### src/rtl/rip_axi_arbiter_if.sv
// rip_axi_arbiter_if
//   AXI4 bus bundle between the two-requester arbiter (master side) and an
//   AXI4 slave. Carries the full AW, W (with WID), B, AR and R channel sets.
// Parameters:
//   ADDR_WIDTH - address width of AWADDR/ARADDR
//   DATA_WIDTH - data width of WDATA/RDATA (WSTRB is DATA_WIDTH/8)
//   ID_WIDTH   - width of AWID/WID/BID/ARID/RID
// Modports:
//   master - drives AW*/W*/AR* payload+valid and BREADY/RREADY
//   slave  - drives AWREADY/WREADY/ARREADY and the B*/R* responses
interface rip_axi_arbiter_if #(
  parameter int ADDR_WIDTH = 32,
  parameter int DATA_WIDTH = 32,
  parameter int ID_WIDTH   = 4
);
  // write address channel
  logic [ID_WIDTH-1:0]     awid;
  logic [ADDR_WIDTH-1:0]   awaddr;
  logic [7:0]              awlen;
  logic [2:0]              awsize;
  logic [1:0]              awburst;
  logic                    awlock;
  logic [3:0]              awcache;
  logic [2:0]              awprot;
  logic [3:0]              awqos;
  logic [3:0]              awregion;
  logic                    awvalid;
  logic                    awready;
  // write data channel
  logic [ID_WIDTH-1:0]     wid;
  logic [DATA_WIDTH-1:0]   wdata;
  logic [DATA_WIDTH/8-1:0] wstrb;
  logic                    wlast;
  logic                    wvalid;
  logic                    wready;
  // write response channel
  logic [ID_WIDTH-1:0]     bid;
  logic [1:0]              bresp;
  logic                    bvalid;
  logic                    bready;
  // read address channel
  logic [ID_WIDTH-1:0]     arid;
  logic [ADDR_WIDTH-1:0]   araddr;
  logic [7:0]              arlen;
  logic [2:0]              arsize;
  logic [1:0]              arburst;
  logic                    arlock;
  logic [3:0]              arcache;
  logic [2:0]              arprot;
  logic [3:0]              arqos;
  logic [3:0]              arregion;
  logic                    arvalid;
  logic                    arready;
  // read data channel
  logic [ID_WIDTH-1:0]     rid;
  logic [DATA_WIDTH-1:0]   rdata;
  logic [1:0]              rresp;
  logic                    rlast;
  logic                    rvalid;
  logic                    rready;

  modport master (
    output awid, awaddr, awlen, awsize, awburst, awlock, awcache, awprot,
           awqos, awregion, awvalid,
    input  awready,
    output wid, wdata, wstrb, wlast, wvalid,
    input  wready,
    input  bid, bresp, bvalid,
    output bready,
    output arid, araddr, arlen, arsize, arburst, arlock, arcache, arprot,
           arqos, arregion, arvalid,
    input  arready,
    input  rid, rdata, rresp, rlast, rvalid,
    output rready
  );

  modport slave (
    input  awid, awaddr, awlen, awsize, awburst, awlock, awcache, awprot,
           awqos, awregion, awvalid,
    output awready,
    input  wid, wdata, wstrb, wlast, wvalid,
    output wready,
    output bid, bresp, bvalid,
    input  bready,
    input  arid, araddr, arlen, arsize, arburst, arlock, arcache, arprot,
           arqos, arregion, arvalid,
    output arready,
    output rid, rdata, rresp, rlast, rvalid,
    input  rready
  );
endinterface

### src/rtl/rip_axi_arbiter.sv
// rip_axi_arbiter
//   Round-robin arbiter that lets two simple requesters share one AXI4 master
//   port. One single-beat transaction is outstanding at a time.
// Ports:
//   clk, rst        - clock (rising edge) and synchronous active-high reset
//   req/we          - per-requester request and write(1)/read(0) select
//   addr/wdata/wstrb- per-requester payload, requester i uses slice i
//   ack             - one-cycle pulse when requester i is granted
//   done            - one-cycle pulse when requester i's transaction ends
//   rdata/err       - read data and error flag, valid while done is high
//   busy            - high whenever the FSM is not IDLE
//   m_axi           - AXI4 master port (rip_axi_arbiter_if.master)
// Optional feature:
//   RIP_AXI_ARB_TIMEOUT_EN - when defined, a watchdog aborts a transaction
//   after TIMEOUT_CYCLES cycles without any AXI handshake (done + err=1).
module rip_axi_arbiter #(
  parameter int ADDR_WIDTH     = 32,
  parameter int DATA_WIDTH     = 32,
  parameter int AXI_ID_WIDTH   = 4,
  parameter int TIMEOUT_CYCLES = 1024
) (
  input  logic                      clk,
  input  logic                      rst,
  input  logic [1:0]                req,
  input  logic [1:0]                we,
  input  logic [2*ADDR_WIDTH-1:0]   addr,
  input  logic [2*DATA_WIDTH-1:0]   wdata,
  input  logic [2*DATA_WIDTH/8-1:0] wstrb,
  output logic [1:0]                ack,
  output logic [1:0]                done,
  output logic [DATA_WIDTH-1:0]     rdata,
  output logic                      err,
  output logic                      busy,
  rip_axi_arbiter_if.master         m_axi
);

  localparam int STRB_W = DATA_WIDTH / 8;

  typedef enum logic [2:0] {
    IDLE  = 3'd0,
    RADDR = 3'd1,
    RDATA = 3'd2,
    WADDR = 3'd3,
    WRESP = 3'd4
  } state_e;

  state_e                state_q, state_d;
  logic                  last_grant_q, last_grant_d;
  logic                  idx_q, idx_d;
  logic [ADDR_WIDTH-1:0] addr_q, addr_d;
  logic [DATA_WIDTH-1:0] wdata_q, wdata_d;
  logic [STRB_W-1:0]     wstrb_q, wstrb_d;
  logic [1:0]            ack_q, ack_d;
  logic [1:0]            done_q, done_d;
  logic [DATA_WIDTH-1:0] rdata_q, rdata_d;
  logic                  err_q, err_d;
  logic                  busy_q, busy_d;
  logic                  arvalid_q, arvalid_d;
  logic                  rready_q, rready_d;
  logic                  awvalid_q, awvalid_d;
  logic                  wvalid_q, wvalid_d;
  logic                  bready_q, bready_d;
  logic                  gnt_idx_s;
  logic                  aw_done_s, w_done_s;
`ifdef RIP_AXI_ARB_TIMEOUT_EN
  localparam int TMR_W = $clog2(TIMEOUT_CYCLES + 1);
  logic [TMR_W-1:0]      timer_q, timer_d;
  logic                  hs_s;
`endif

  // Next-state, grant and channel-control logic.
  always_comb begin
    state_d      = state_q;
    last_grant_d = last_grant_q;
    idx_d        = idx_q;
    addr_d       = addr_q;
    wdata_d      = wdata_q;
    wstrb_d      = wstrb_q;
    ack_d        = 2'b00;
    done_d       = 2'b00;
    rdata_d      = rdata_q;
    err_d        = err_q;
    arvalid_d    = arvalid_q;
    rready_d     = rready_q;
    awvalid_d    = awvalid_q;
    wvalid_d     = wvalid_q;
    bready_d     = bready_q;
    // On a tie the requester that did not win last time gets the grant.
    gnt_idx_s    = (req == 2'b11) ? ~last_grant_q : req[1];
    // A channel counts as finished once its valid has been accepted.
    aw_done_s    = ~awvalid_q | m_axi.awready;
    w_done_s     = ~wvalid_q  | m_axi.wready;

    case (state_q)
      IDLE: begin
        if (req != 2'b00) begin
          ack_d[gnt_idx_s] = 1'b1;
          last_grant_d     = gnt_idx_s;
          idx_d            = gnt_idx_s;
          addr_d  = gnt_idx_s ? addr[2*ADDR_WIDTH-1:ADDR_WIDTH]   : addr[ADDR_WIDTH-1:0];
          wdata_d = gnt_idx_s ? wdata[2*DATA_WIDTH-1:DATA_WIDTH] : wdata[DATA_WIDTH-1:0];
          wstrb_d = gnt_idx_s ? wstrb[2*STRB_W-1:STRB_W]         : wstrb[STRB_W-1:0];
          if (we[gnt_idx_s]) begin
            state_d   = WADDR;
            awvalid_d = 1'b1;
            wvalid_d  = 1'b1;
          end else begin
            state_d   = RADDR;
            arvalid_d = 1'b1;
          end
        end else begin
          state_d = IDLE;
        end
      end
      RADDR: begin
        if (m_axi.arready) begin
          arvalid_d = 1'b0;
          rready_d  = 1'b1;
          state_d   = RDATA;
        end else begin
          arvalid_d = 1'b1;
        end
      end
      RDATA: begin
        if (m_axi.rvalid) begin
          rready_d       = 1'b0;
          rdata_d        = m_axi.rdata;
          err_d          = (m_axi.rresp != 2'b00);
          done_d[idx_q]  = 1'b1;
          state_d        = IDLE;
        end else begin
          rready_d = 1'b1;
        end
      end
      WADDR: begin
        awvalid_d = awvalid_q & ~m_axi.awready;
        wvalid_d  = wvalid_q  & ~m_axi.wready;
        if (aw_done_s && w_done_s) begin
          bready_d = 1'b1;
          state_d  = WRESP;
        end else begin
          state_d  = WADDR;
        end
      end
      WRESP: begin
        if (m_axi.bvalid) begin
          bready_d      = 1'b0;
          err_d         = (m_axi.bresp != 2'b00);
          done_d[idx_q] = 1'b1;
          state_d       = IDLE;
        end else begin
          bready_d = 1'b1;
        end
      end
      default: begin
        state_d   = IDLE;
        arvalid_d = 1'b0;
        rready_d  = 1'b0;
        awvalid_d = 1'b0;
        wvalid_d  = 1'b0;
        bready_d  = 1'b0;
      end
    endcase

`ifdef RIP_AXI_ARB_TIMEOUT_EN
    hs_s = (arvalid_q & m_axi.arready) | (rready_q & m_axi.rvalid) |
           (awvalid_q & m_axi.awready) | (wvalid_q & m_axi.wready) |
           (bready_q & m_axi.bvalid);
    if (state_q == IDLE) begin
      timer_d = {TMR_W{1'b0}};
    end else if (hs_s) begin
      timer_d = {TMR_W{1'b0}};
    end else if (timer_q == TMR_W'(TIMEOUT_CYCLES - 1)) begin
      // Watchdog expired: abandon the bus and report an error completion.
      timer_d       = {TMR_W{1'b0}};
      state_d       = IDLE;
      arvalid_d     = 1'b0;
      rready_d      = 1'b0;
      awvalid_d     = 1'b0;
      wvalid_d      = 1'b0;
      bready_d      = 1'b0;
      done_d        = 2'b00;
      done_d[idx_q] = 1'b1;
      err_d         = 1'b1;
    end else begin
      timer_d = timer_q + 1'b1;
    end
`endif

    busy_d = (state_d != IDLE);
  end

  // State and output registers with synchronous reset.
  always_ff @(posedge clk) begin
    if (rst) begin
      state_q      <= IDLE;
      last_grant_q <= 1'b1;
      idx_q        <= 1'b0;
      addr_q       <= {ADDR_WIDTH{1'b0}};
      wdata_q      <= {DATA_WIDTH{1'b0}};
      wstrb_q      <= {STRB_W{1'b0}};
      ack_q        <= 2'b00;
      done_q       <= 2'b00;
      rdata_q      <= {DATA_WIDTH{1'b0}};
      err_q        <= 1'b0;
      busy_q       <= 1'b0;
      arvalid_q    <= 1'b0;
      rready_q     <= 1'b0;
      awvalid_q    <= 1'b0;
      wvalid_q     <= 1'b0;
      bready_q     <= 1'b0;
`ifdef RIP_AXI_ARB_TIMEOUT_EN
      timer_q      <= {TMR_W{1'b0}};
`endif
    end else begin
      state_q      <= state_d;
      last_grant_q <= last_grant_d;
      idx_q        <= idx_d;
      addr_q       <= addr_d;
      wdata_q      <= wdata_d;
      wstrb_q      <= wstrb_d;
      ack_q        <= ack_d;
      done_q       <= done_d;
      rdata_q      <= rdata_d;
      err_q        <= err_d;
      busy_q       <= busy_d;
      arvalid_q    <= arvalid_d;
      rready_q     <= rready_d;
      awvalid_q    <= awvalid_d;
      wvalid_q     <= wvalid_d;
      bready_q     <= bready_d;
`ifdef RIP_AXI_ARB_TIMEOUT_EN
      timer_q      <= timer_d;
`endif
    end
  end

  assign ack   = ack_q;
  assign done  = done_q;
  assign rdata = rdata_q;
  assign err   = err_q;
  assign busy  = busy_q;

  // Single-beat, 4-byte INCR transfers; the ID carries the granted index.
  assign m_axi.awid     = {{(AXI_ID_WIDTH-1){1'b0}}, idx_q};
  assign m_axi.awaddr   = addr_q;
  assign m_axi.awlen    = 8'd0;
  assign m_axi.awsize   = 3'b010;
  assign m_axi.awburst  = 2'b01;
  assign m_axi.awlock   = 1'b0;
  assign m_axi.awcache  = 4'd0;
  assign m_axi.awprot   = 3'd0;
  assign m_axi.awqos    = 4'd0;
  assign m_axi.awregion = 4'd0;
  assign m_axi.awvalid  = awvalid_q;
  assign m_axi.wid      = {{(AXI_ID_WIDTH-1){1'b0}}, idx_q};
  assign m_axi.wdata    = wdata_q;
  assign m_axi.wstrb    = wstrb_q;
  assign m_axi.wlast    = 1'b1;
  assign m_axi.wvalid   = wvalid_q;
  assign m_axi.bready   = bready_q;
  assign m_axi.arid     = {{(AXI_ID_WIDTH-1){1'b0}}, idx_q};
  assign m_axi.araddr   = addr_q;
  assign m_axi.arlen    = 8'd0;
  assign m_axi.arsize   = 3'b010;
  assign m_axi.arburst  = 2'b01;
  assign m_axi.arlock   = 1'b0;
  assign m_axi.arcache  = 4'd0;
  assign m_axi.arprot   = 3'd0;
  assign m_axi.arqos    = 4'd0;
  assign m_axi.arregion = 4'd0;
  assign m_axi.arvalid  = arvalid_q;
  assign m_axi.rready   = rready_q;

endmodule

### src/flat_wrapper.sv
// flat-port wrapper written by rule: the top's interface ports become plain ports
module rip_axi_arbiter_flat 
#(
  parameter int ADDR_WIDTH     = 32,
  parameter int DATA_WIDTH     = 32,
  parameter int AXI_ID_WIDTH   = 4,
  parameter int TIMEOUT_CYCLES = 1024
)
  (clk, rst, req, we, addr, wdata, wstrb, ack, done, rdata, err, busy, m_axi_awid, m_axi_awaddr, m_axi_awlen, m_axi_awsize, m_axi_awburst, m_axi_awlock, m_axi_awcache, m_axi_awprot, m_axi_awqos, m_axi_awregion, m_axi_awvalid, m_axi_awready, m_axi_wid, m_axi_wdata, m_axi_wstrb, m_axi_wlast, m_axi_wvalid, m_axi_wready, m_axi_bid, m_axi_bresp, m_axi_bvalid, m_axi_bready, m_axi_arid, m_axi_araddr, m_axi_arlen, m_axi_arsize, m_axi_arburst, m_axi_arlock, m_axi_arcache, m_axi_arprot, m_axi_arqos, m_axi_arregion, m_axi_arvalid, m_axi_arready, m_axi_rid, m_axi_rdata, m_axi_rresp, m_axi_rlast, m_axi_rvalid, m_axi_rready);
  rip_axi_arbiter_if #(.ADDR_WIDTH(ADDR_WIDTH), .DATA_WIDTH(DATA_WIDTH), .ID_WIDTH(4)) m_axi_i ();
  input  logic clk;
  input  logic rst;
  input  logic [1:0] req;
  input  logic [1:0] we;
  input  logic [2*ADDR_WIDTH-1:0] addr;
  input  logic [2*DATA_WIDTH-1:0] wdata;
  input  logic [2*DATA_WIDTH/8-1:0] wstrb;
  output logic [1:0] ack;
  output logic [1:0] done;
  output logic [DATA_WIDTH-1:0] rdata;
  output logic err;
  output logic busy;
  output wire logic [$bits(m_axi_i.awid)-1:0] m_axi_awid;
  output wire logic [$bits(m_axi_i.awaddr)-1:0] m_axi_awaddr;
  output wire logic [$bits(m_axi_i.awlen)-1:0] m_axi_awlen;
  output wire logic [$bits(m_axi_i.awsize)-1:0] m_axi_awsize;
  output wire logic [$bits(m_axi_i.awburst)-1:0] m_axi_awburst;
  output wire logic [$bits(m_axi_i.awlock)-1:0] m_axi_awlock;
  output wire logic [$bits(m_axi_i.awcache)-1:0] m_axi_awcache;
  output wire logic [$bits(m_axi_i.awprot)-1:0] m_axi_awprot;
  output wire logic [$bits(m_axi_i.awqos)-1:0] m_axi_awqos;
  output wire logic [$bits(m_axi_i.awregion)-1:0] m_axi_awregion;
  output wire logic [$bits(m_axi_i.awvalid)-1:0] m_axi_awvalid;
  input wire logic [$bits(m_axi_i.awready)-1:0] m_axi_awready;
  output wire logic [$bits(m_axi_i.wid)-1:0] m_axi_wid;
  output wire logic [$bits(m_axi_i.wdata)-1:0] m_axi_wdata;
  output wire logic [$bits(m_axi_i.wstrb)-1:0] m_axi_wstrb;
  output wire logic [$bits(m_axi_i.wlast)-1:0] m_axi_wlast;
  output wire logic [$bits(m_axi_i.wvalid)-1:0] m_axi_wvalid;
  input wire logic [$bits(m_axi_i.wready)-1:0] m_axi_wready;
  input wire logic [$bits(m_axi_i.bid)-1:0] m_axi_bid;
  input wire logic [$bits(m_axi_i.bresp)-1:0] m_axi_bresp;
  input wire logic [$bits(m_axi_i.bvalid)-1:0] m_axi_bvalid;
  output wire logic [$bits(m_axi_i.bready)-1:0] m_axi_bready;
  output wire logic [$bits(m_axi_i.arid)-1:0] m_axi_arid;
  output wire logic [$bits(m_axi_i.araddr)-1:0] m_axi_araddr;
  output wire logic [$bits(m_axi_i.arlen)-1:0] m_axi_arlen;
  output wire logic [$bits(m_axi_i.arsize)-1:0] m_axi_arsize;
  output wire logic [$bits(m_axi_i.arburst)-1:0] m_axi_arburst;
  output wire logic [$bits(m_axi_i.arlock)-1:0] m_axi_arlock;
  output wire logic [$bits(m_axi_i.arcache)-1:0] m_axi_arcache;
  output wire logic [$bits(m_axi_i.arprot)-1:0] m_axi_arprot;
  output wire logic [$bits(m_axi_i.arqos)-1:0] m_axi_arqos;
  output wire logic [$bits(m_axi_i.arregion)-1:0] m_axi_arregion;
  output wire logic [$bits(m_axi_i.arvalid)-1:0] m_axi_arvalid;
  input wire logic [$bits(m_axi_i.arready)-1:0] m_axi_arready;
  input wire logic [$bits(m_axi_i.rid)-1:0] m_axi_rid;
  input wire logic [$bits(m_axi_i.rdata)-1:0] m_axi_rdata;
  input wire logic [$bits(m_axi_i.rresp)-1:0] m_axi_rresp;
  input wire logic [$bits(m_axi_i.rlast)-1:0] m_axi_rlast;
  input wire logic [$bits(m_axi_i.rvalid)-1:0] m_axi_rvalid;
  output wire logic [$bits(m_axi_i.rready)-1:0] m_axi_rready;
  assign m_axi_awid = m_axi_i.awid;
  assign m_axi_awaddr = m_axi_i.awaddr;
  assign m_axi_awlen = m_axi_i.awlen;
  assign m_axi_awsize = m_axi_i.awsize;
  assign m_axi_awburst = m_axi_i.awburst;
  assign m_axi_awlock = m_axi_i.awlock;
  assign m_axi_awcache = m_axi_i.awcache;
  assign m_axi_awprot = m_axi_i.awprot;
  assign m_axi_awqos = m_axi_i.awqos;
  assign m_axi_awregion = m_axi_i.awregion;
  assign m_axi_awvalid = m_axi_i.awvalid;
  assign m_axi_i.awready = m_axi_awready;
  assign m_axi_wid = m_axi_i.wid;
  assign m_axi_wdata = m_axi_i.wdata;
  assign m_axi_wstrb = m_axi_i.wstrb;
  assign m_axi_wlast = m_axi_i.wlast;
  assign m_axi_wvalid = m_axi_i.wvalid;
  assign m_axi_i.wready = m_axi_wready;
  assign m_axi_i.bid = m_axi_bid;
  assign m_axi_i.bresp = m_axi_bresp;
  assign m_axi_i.bvalid = m_axi_bvalid;
  assign m_axi_bready = m_axi_i.bready;
  assign m_axi_arid = m_axi_i.arid;
  assign m_axi_araddr = m_axi_i.araddr;
  assign m_axi_arlen = m_axi_i.arlen;
  assign m_axi_arsize = m_axi_i.arsize;
  assign m_axi_arburst = m_axi_i.arburst;
  assign m_axi_arlock = m_axi_i.arlock;
  assign m_axi_arcache = m_axi_i.arcache;
  assign m_axi_arprot = m_axi_i.arprot;
  assign m_axi_arqos = m_axi_i.arqos;
  assign m_axi_arregion = m_axi_i.arregion;
  assign m_axi_arvalid = m_axi_i.arvalid;
  assign m_axi_i.arready = m_axi_arready;
  assign m_axi_i.rid = m_axi_rid;
  assign m_axi_i.rdata = m_axi_rdata;
  assign m_axi_i.rresp = m_axi_rresp;
  assign m_axi_i.rlast = m_axi_rlast;
  assign m_axi_i.rvalid = m_axi_rvalid;
  assign m_axi_rready = m_axi_i.rready;
  rip_axi_arbiter #(.ADDR_WIDTH(ADDR_WIDTH), .DATA_WIDTH(DATA_WIDTH), .AXI_ID_WIDTH(AXI_ID_WIDTH), .TIMEOUT_CYCLES(TIMEOUT_CYCLES)) u_core (.clk(clk), .rst(rst), .req(req), .we(we), .addr(addr), .wdata(wdata), .wstrb(wstrb), .ack(ack), .done(done), .rdata(rdata), .err(err), .busy(busy), .m_axi(m_axi_i));
endmodule
### config.mk
export PLATFORM = sky130hd
export DESIGN_NAME = rip_axi_arbiter_flat
export DESIGN_NICKNAME = d
export VERILOG_FILES = /design/src/rtl/rip_axi_arbiter_if.sv /design/src/rtl/rip_axi_arbiter.sv /design/src/flat_wrapper.sv
export SDC_FILE = /design/constraint.sdc
export NUM_CORES = 1
export LEC_CHECK = 0
export CORE_AREA = 5 5 153 155
export DETAILED_ROUTE_END_ITERATION = 6
export DIE_AREA = 0 0 158 160
export PLACE_DENSITY_LB_ADDON = 0.12
export SYNTH_ARGS = -nofsm -noshare
export SYNTH_HDL_FRONTEND = slang
export SYNTH_SLANG_ARGS = --single-unit
### constraint.sdc
create_clock -name clk -period 2.2 [get_ports clk]
set_input_delay 0.66 -clock clk [delete_from_list [all_inputs] [get_ports clk]]
set_output_delay 0.66 -clock clk [all_outputs]
set_load 0.01 [all_outputs]
Word-level counts from Yosys, hierarchy flattened
Cells that the tools add are included.
{ "totals": {"register_bits": 116, "output_inout_bits": 214} }
{ "op_classes": {"magnitude_cmp": 4, "n_bitwise": 15, "mux": 37, "eq_ne": 12, "reduce_logical": 21} }
{ "op_table": {"columns": ["cell", "n"], "rows": [
  ["32-bit 2-to-1 mux", 2],
  ["1-bit 2-to-1 mux", 16],
  ["1-bit one-hot mux with 3 select lines", 5],
  ["3-bit one-hot mux with 5 select lines", 1],
  ["3-bit OR reduction", 5],
  ["3-bit 2-to-1 mux", 4],
  ["1-bit inverter", 11],
  ["3-bit AND reduction", 3],
  ["2-bit 2-to-1 mux", 4],
  ["2-bit inequality test (second input constant)", 4],
  ["2-bit AND reduction", 4],
  ["2-bit nonzero test", 4],
  ["3-bit by 2-bit == test with 1-bit output (second input constant)", 2],
  ["2-bit by 1-bit inequality test with 1-bit output (second input constant)", 3],
  ["1-bit by 2-bit less-than comparator with 1-bit output (second input constant)", 2],
  ["4-bit 2-to-1 mux", 1],
  ["2-bit one-hot mux with 2 select lines", 1],
  ["3-bit by 1-bit == test with 1-bit output (second input constant)", 1],
  ["3-bit == test (second input constant)", 1],
  ["1-bit logical AND", 3],
  ["3-bit zero test", 1],
  ["3-bit nonzero test", 1],
  ["1-bit AND", 2],
  ["1-bit demux with 1-bit select", 2],
  ["4 further kinds", 6]
]} }

Longest topological paths before layout
{ "logic_depth": {"ltp_word": 8, "ltp_mapped": 7} }

Worst setup path after synthesis
OpenSTA, ideal clock, no wires.
{ "synth_timing": {"path_kind": "input-to-reg", "from": "input req[1]", "to": "register u_core.arvalid_q, in the netlist u_core.m_axi.arvalid", "slack_ps": 428, "t_arrival_ps": 1681, "stages": 5, "cell_sequence": "a21boi_1 > buf_2 > mux2_4 > or2_1 > a311oi_1"} }
{ "synth_via": {"elab_chain_len": 6, "elab_cells_between_ends": 8, "cone_classes": "eq/ne: 3; mux: 3; reduce/logical: 2"} }
{ "synth_rtl": {"columns": ["element", "line_no", "source"], "rows": [
  ["from (decl)", "flat_wrapper.sv:13", "input logic [1:0] req;"],
  ["2-bit == test", "rip_axi_arbiter.sv:89", "gnt_idx_s = (req == 2'b11) ? ~last_grant_q : req[1];"],
  ["1-bit 2-to-1 mux", "rip_axi_arbiter.sv:89", null],
  ["1-bit 2-to-1 mux (not written as such) (2 in series)", "rip_axi_arbiter.sv:103", "if (we[gnt_idx_s]) begin"],
  ["2-bit inequality test (no source line)", null, null],
  ["3-bit AND reduction (no source line) *", null, null],
  ["to (signal assigned)", "rip_axi_arbiter.sv:227", "arvalid_q <= arvalid_d;"],
  ["to (decl)", "rip_axi_arbiter.sv:58", "logic arvalid_q, arvalid_d;"]
]} }
Every way passes the cells marked *; elsewhere a longest branch is shown, timed or not. The select of a mux whose other input is x is not followed.
A chain may end at the register's enable or synchronous reset.

Worst setup path after layout
{ "layout_timing": {"from": "register u_core.idx_q", "to": "output m_axi_wid[0]"} }
{ "layout_rtl": {"columns": ["element", "line_no", "source"], "rows": [
  ["from (decl)", "rip_axi_arbiter.sv:49", "logic idx_q, idx_d;"],
  ["from (signal assigned)", "rip_axi_arbiter.sv:218", "idx_q <= idx_d;"],
  ["to (decl)", "flat_wrapper.sv:35", "output wire logic [$bits(m_axi_i.wid)-1:0] m_axi_wid;"]
]} }
No word-level cell between the ends.

==> flow_metrics.py <==
metrics = {
    "worst_setup_path": {
        "worstPathRequired_ns": 1.54,
        "cp_num_buf_inv": 1,
        "cp_cell_sequence": "clkdlybuf4s50_1",
        "rr_worst_depth": 6,
        "path_depth": 1,
        "critPathMaxStageDelay_ns": 0.58,
        "cp_slowest_cell": "clkdlybuf4s50_1",
        "crit_type": "flip-flop to output pin",
        "r2r_start": "u_core.state_q[0]$_SDFF_PP0_",
        "cp.arrival_ns": 1.41,
        "worstPathMaxFanout": 6,
        "cp-end-kind": "output pin",
        "start_kind": "flip-flop",
        "cpLargestDelayFamily": "buffers and inverters",
        "r2r_slack_ns": 0.51,
        "rr_endpoint": "u_core.m_axi.wdata[15]$_SDFFE_PP0P_",
    },
    "sta": {
        "fmax_ghz": 0.483,
        "final_max_slew_viol_count": 0,
        "max_slew_margin": 0.666,
        "hold_viol_final": 0,
        "fin_ws_ns": 0.130,
        "finClkSkew_ns": 0.00759,
        "fin_crit_sh": 0.941,
        "whs_ns": 0.453,
        "min_period_ns": 2.07,
        "worst_slew_pin_slew_ns": 0.500,
        "setup_viol": 0,
        "rsz0062_at_grt": "false",
    },
    "clock_tree": {
        "htree_num_levels": 4,
        "cts_buffers": 17,
        "clk-insertion-delay-late_ns": 0.41,
        "postCtsHoldBufs": 0,
        "clock-root-buffer": "clkbuf_16",
        "cts_setup_buffers": 0,
        "cts_max_path_buffers": 2,
        "cts.sinks": 116,
        "ctsResizeCount": 0,
        "clkTransAtPathRegs_ns": 0.06,
        "cts_tree": "built",
    },
    "placed_design": {
        "dp_hpwl_um": 14600,
        "gp_congestion": 0.756,
        "dpl.cell_count": 1200,
        "place_area_mm2": 0.00887,
        "dp_slack_ns": -0.0743,
        "port_buffers": 328,
    },
    "global_route": {
        "grt_max_degree": 59,
        "grt_overflow": 0,
        "first_global_vias": 4994,
        "grt_usage": 0.141,
        "grt_pass1_wl_um": 28100,
        "antenna_found_initial": 0,
    },
    "min_path": {
        "hold_depth": 2,
        "min_to": "u_core.rdata[24]$_SDFFE_PP0P_",
        "hold_start": "u_core.rdata[24]$_SDFFE_PP0P_",
        "holdCritPathClass": "flip-flop to flip-flop",
    },
    "yosys": {
        "ys_types": 37,
        "syn_area_per_cell_um2": 8.75,
        "syn_area_mm2": 0.00561,
        "synthCells": 641,
        "synthDominantCellAreaShare": 0.414,
        "synth_top_area_cell": "dfxtp_1",
        "synth_area_leaders": "dfxtp_1, buf_4, mux2i_1",
        "ys_ff_latch": 116,
        "ys.warnings.count": 0,
        "ys_seq_area_frac": 0.414,
    },
    "die": {
        "rows": 54,
        "die_y_um": 160,
        "core_area_mm2": 0.0217,
        "initial_core_util": 0.259,
        "num_io_pins": 406,
        "die_w_um": 158,
        "dieArea_mm2": 0.0253,
    },
    "cells_and_area": {
        "layout-drive-gt1-share": 0.0746,
        "finalNonFillerCells": 1232,
        "fin_area_mm2": 0.00944,
        "layout.nets": 1131,
        "antenna_cells": 0,
        "synthToLayoutAreaGrowth_pct": 68.3,
        "fin_util": 0.435,
    },
    "drt": {
        "via_count": 5100,
        "drtIter0Drc": 172,
        "ant_nets": 0,
        "wl_per_cell_um": 15.2,
        "first_pass_iters": 4,
        "drt-total-wl_um": 18700,
        "drc_errors": 0,
        "routed_via_density": 4.14,
    },
    "power": {
        "power_density_mw_per_mm2": 805,
        "leakagePower_nw": 3.60,
        "peakVddDrop_uv": 404,
    },
    "run": {
        "max_cap_violations": 0,
    },
    "status": {
        "status": "finished, final reports clean",
    },
}
-- through the flow --
step                setup TNS (ns)  total power, mW
finish                           0             7.60
global route                     0             8.02
CTS                              0             7.74
detailed placement           -1.85             5.01
global placement             -1.62             5.01
floorplan                        0             3.83
-- state kept, by name (all words and copies together) (netlist names) --
register / cells
u_core.m_axi.bready: 1
u_core.m_axi.arvalid: 1
u_core.state_q: 3
u_core.last_grant_q: 1
u_core.rdata: 32
u_core.busy: 1
u_core.m_axi.wdata: 32
u_core.m_axi.awvalid: 1
u_core.idx_q: 1
u_core.done: 2
u_core.ack: 2
u_core.m_axi.wstrb: 4
u_core.err: 1
u_core.m_axi.araddr: 32
u_core.m_axi.wvalid: 1
u_core.m_axi.rready: 1
-- where the power goes --
part           leakage [nW]  internal (mW)  total, mW  switching, mW
combinational          2.38           1.34       2.35           1.01
clock                 0.271           1.59       2.66           1.07
sequential            0.956           2.39       2.58          0.198
-- layout make-up --
| class | count | area (um2) |
|---|---|---|
| clock buffer | 18 | 439 |
| clock inverter | 14 | 130 |
| fill | 2147 | 12200 |
| inverter | 3 | 11.3 |
| multi-input combinational | 439 | 2540 |
| sequential | 116 | 2320 |
| tap | 280 | 350 |
| timing repair buffer | 362 | 3650 |
-- worst max-delay path by stage --
| stage | from | endpoint |
|---|---|---|
| 3_3_place_gp | req[0] | u_core.m_axi.wdata[31]$_SDFFE_PP0P_ |
| 4_1_cts | u_core.idx_q$_SDFFE_PP0P_ | m_axi_wid[0] |
| 3_5_place_dp | req[0] | u_core.m_axi.araddr[7]$_SDFFE_PP0P_ |
| 5_1_grt | u_core.idx_q$_SDFFE_PP0P_ | m_axi_wid[0] |
| 6_report | u_core.idx_q$_SDFFE_PP0P_ | m_axi_wid[0] |
| 2_1_floorplan | req[1] | u_core.m_axi.arvalid$_SDFFE_PP0P_ |
-- cells in the final DEF (no fill, tap or decap), types with 2 or more instances in the layout --
master,synthesis,final
clkdlybuf4s50_1,0,327
a2111oi_0,3,3
clkinv_4,0,3
nand2b_1,3,3
a211oi_1,68,68
or2_1,2,2
nor2_1,79,79
nand2_1,71,71
a21oi_1,42,42
inv_6,0,2
buf_4,110,26
nand3_1,4,4
mux2i_1,68,68
buf_12,0,9
inv_1,3,3
clkinv_2,0,3
o211ai_1,3,3
clkbuf_16,0,17
dfxtp_1,116,116
clkinvlp_4,0,4
conb_1,2,68
nor2b_1,2,2
nor3_1,6,6
a311oi_1,2,2
-- cell families after synthesis --
family / after synthesis / share of synthesized area
compound gates: 129 / 0.156
buf+inv: 152 / 0.180
flops: 116 / 0.414
mux: 69 / 0.124
other cells: 2 / 0.00134
simple gates: 173 / 0.124
-- routing by layer --
| metal | wire (um) | share of wire | track usage |
|---|---|---|---|
| met2 | 9380 | 0.50 | 0.246 |
| met3 | 1710 | 0.091 | 0.0428 |
| met1 | 7250 | 0.39 | 0.162 |
| met5 | 0 | 0 | 0 |
| met4 | 369 | 0.020 | 0.0512 |
-- Yosys cell counts, drive strengths merged --
cell type,instances
a41oi,1
o31ai,1
inv,3
o211ai,3
and2,1
or2,3
conb,2
and3,1
buf,133
dfxtp,116
nor3,6
a21boi,1
o21ai,1
a22oi,1
nand2,71
nor2,80
a221o,1
or3b,1
mux2,1
a21oi,42
mux2i,68
nor2b,2
o21a,1
nand2b,3
a2111oi,4
o21bai,1
a21o,1
nand3,4
o22a,1
a211oi,68
clkbuf,16
nand3b,1
a311oi,2
No activity file was read; power rests on OpenSTA's default activity.
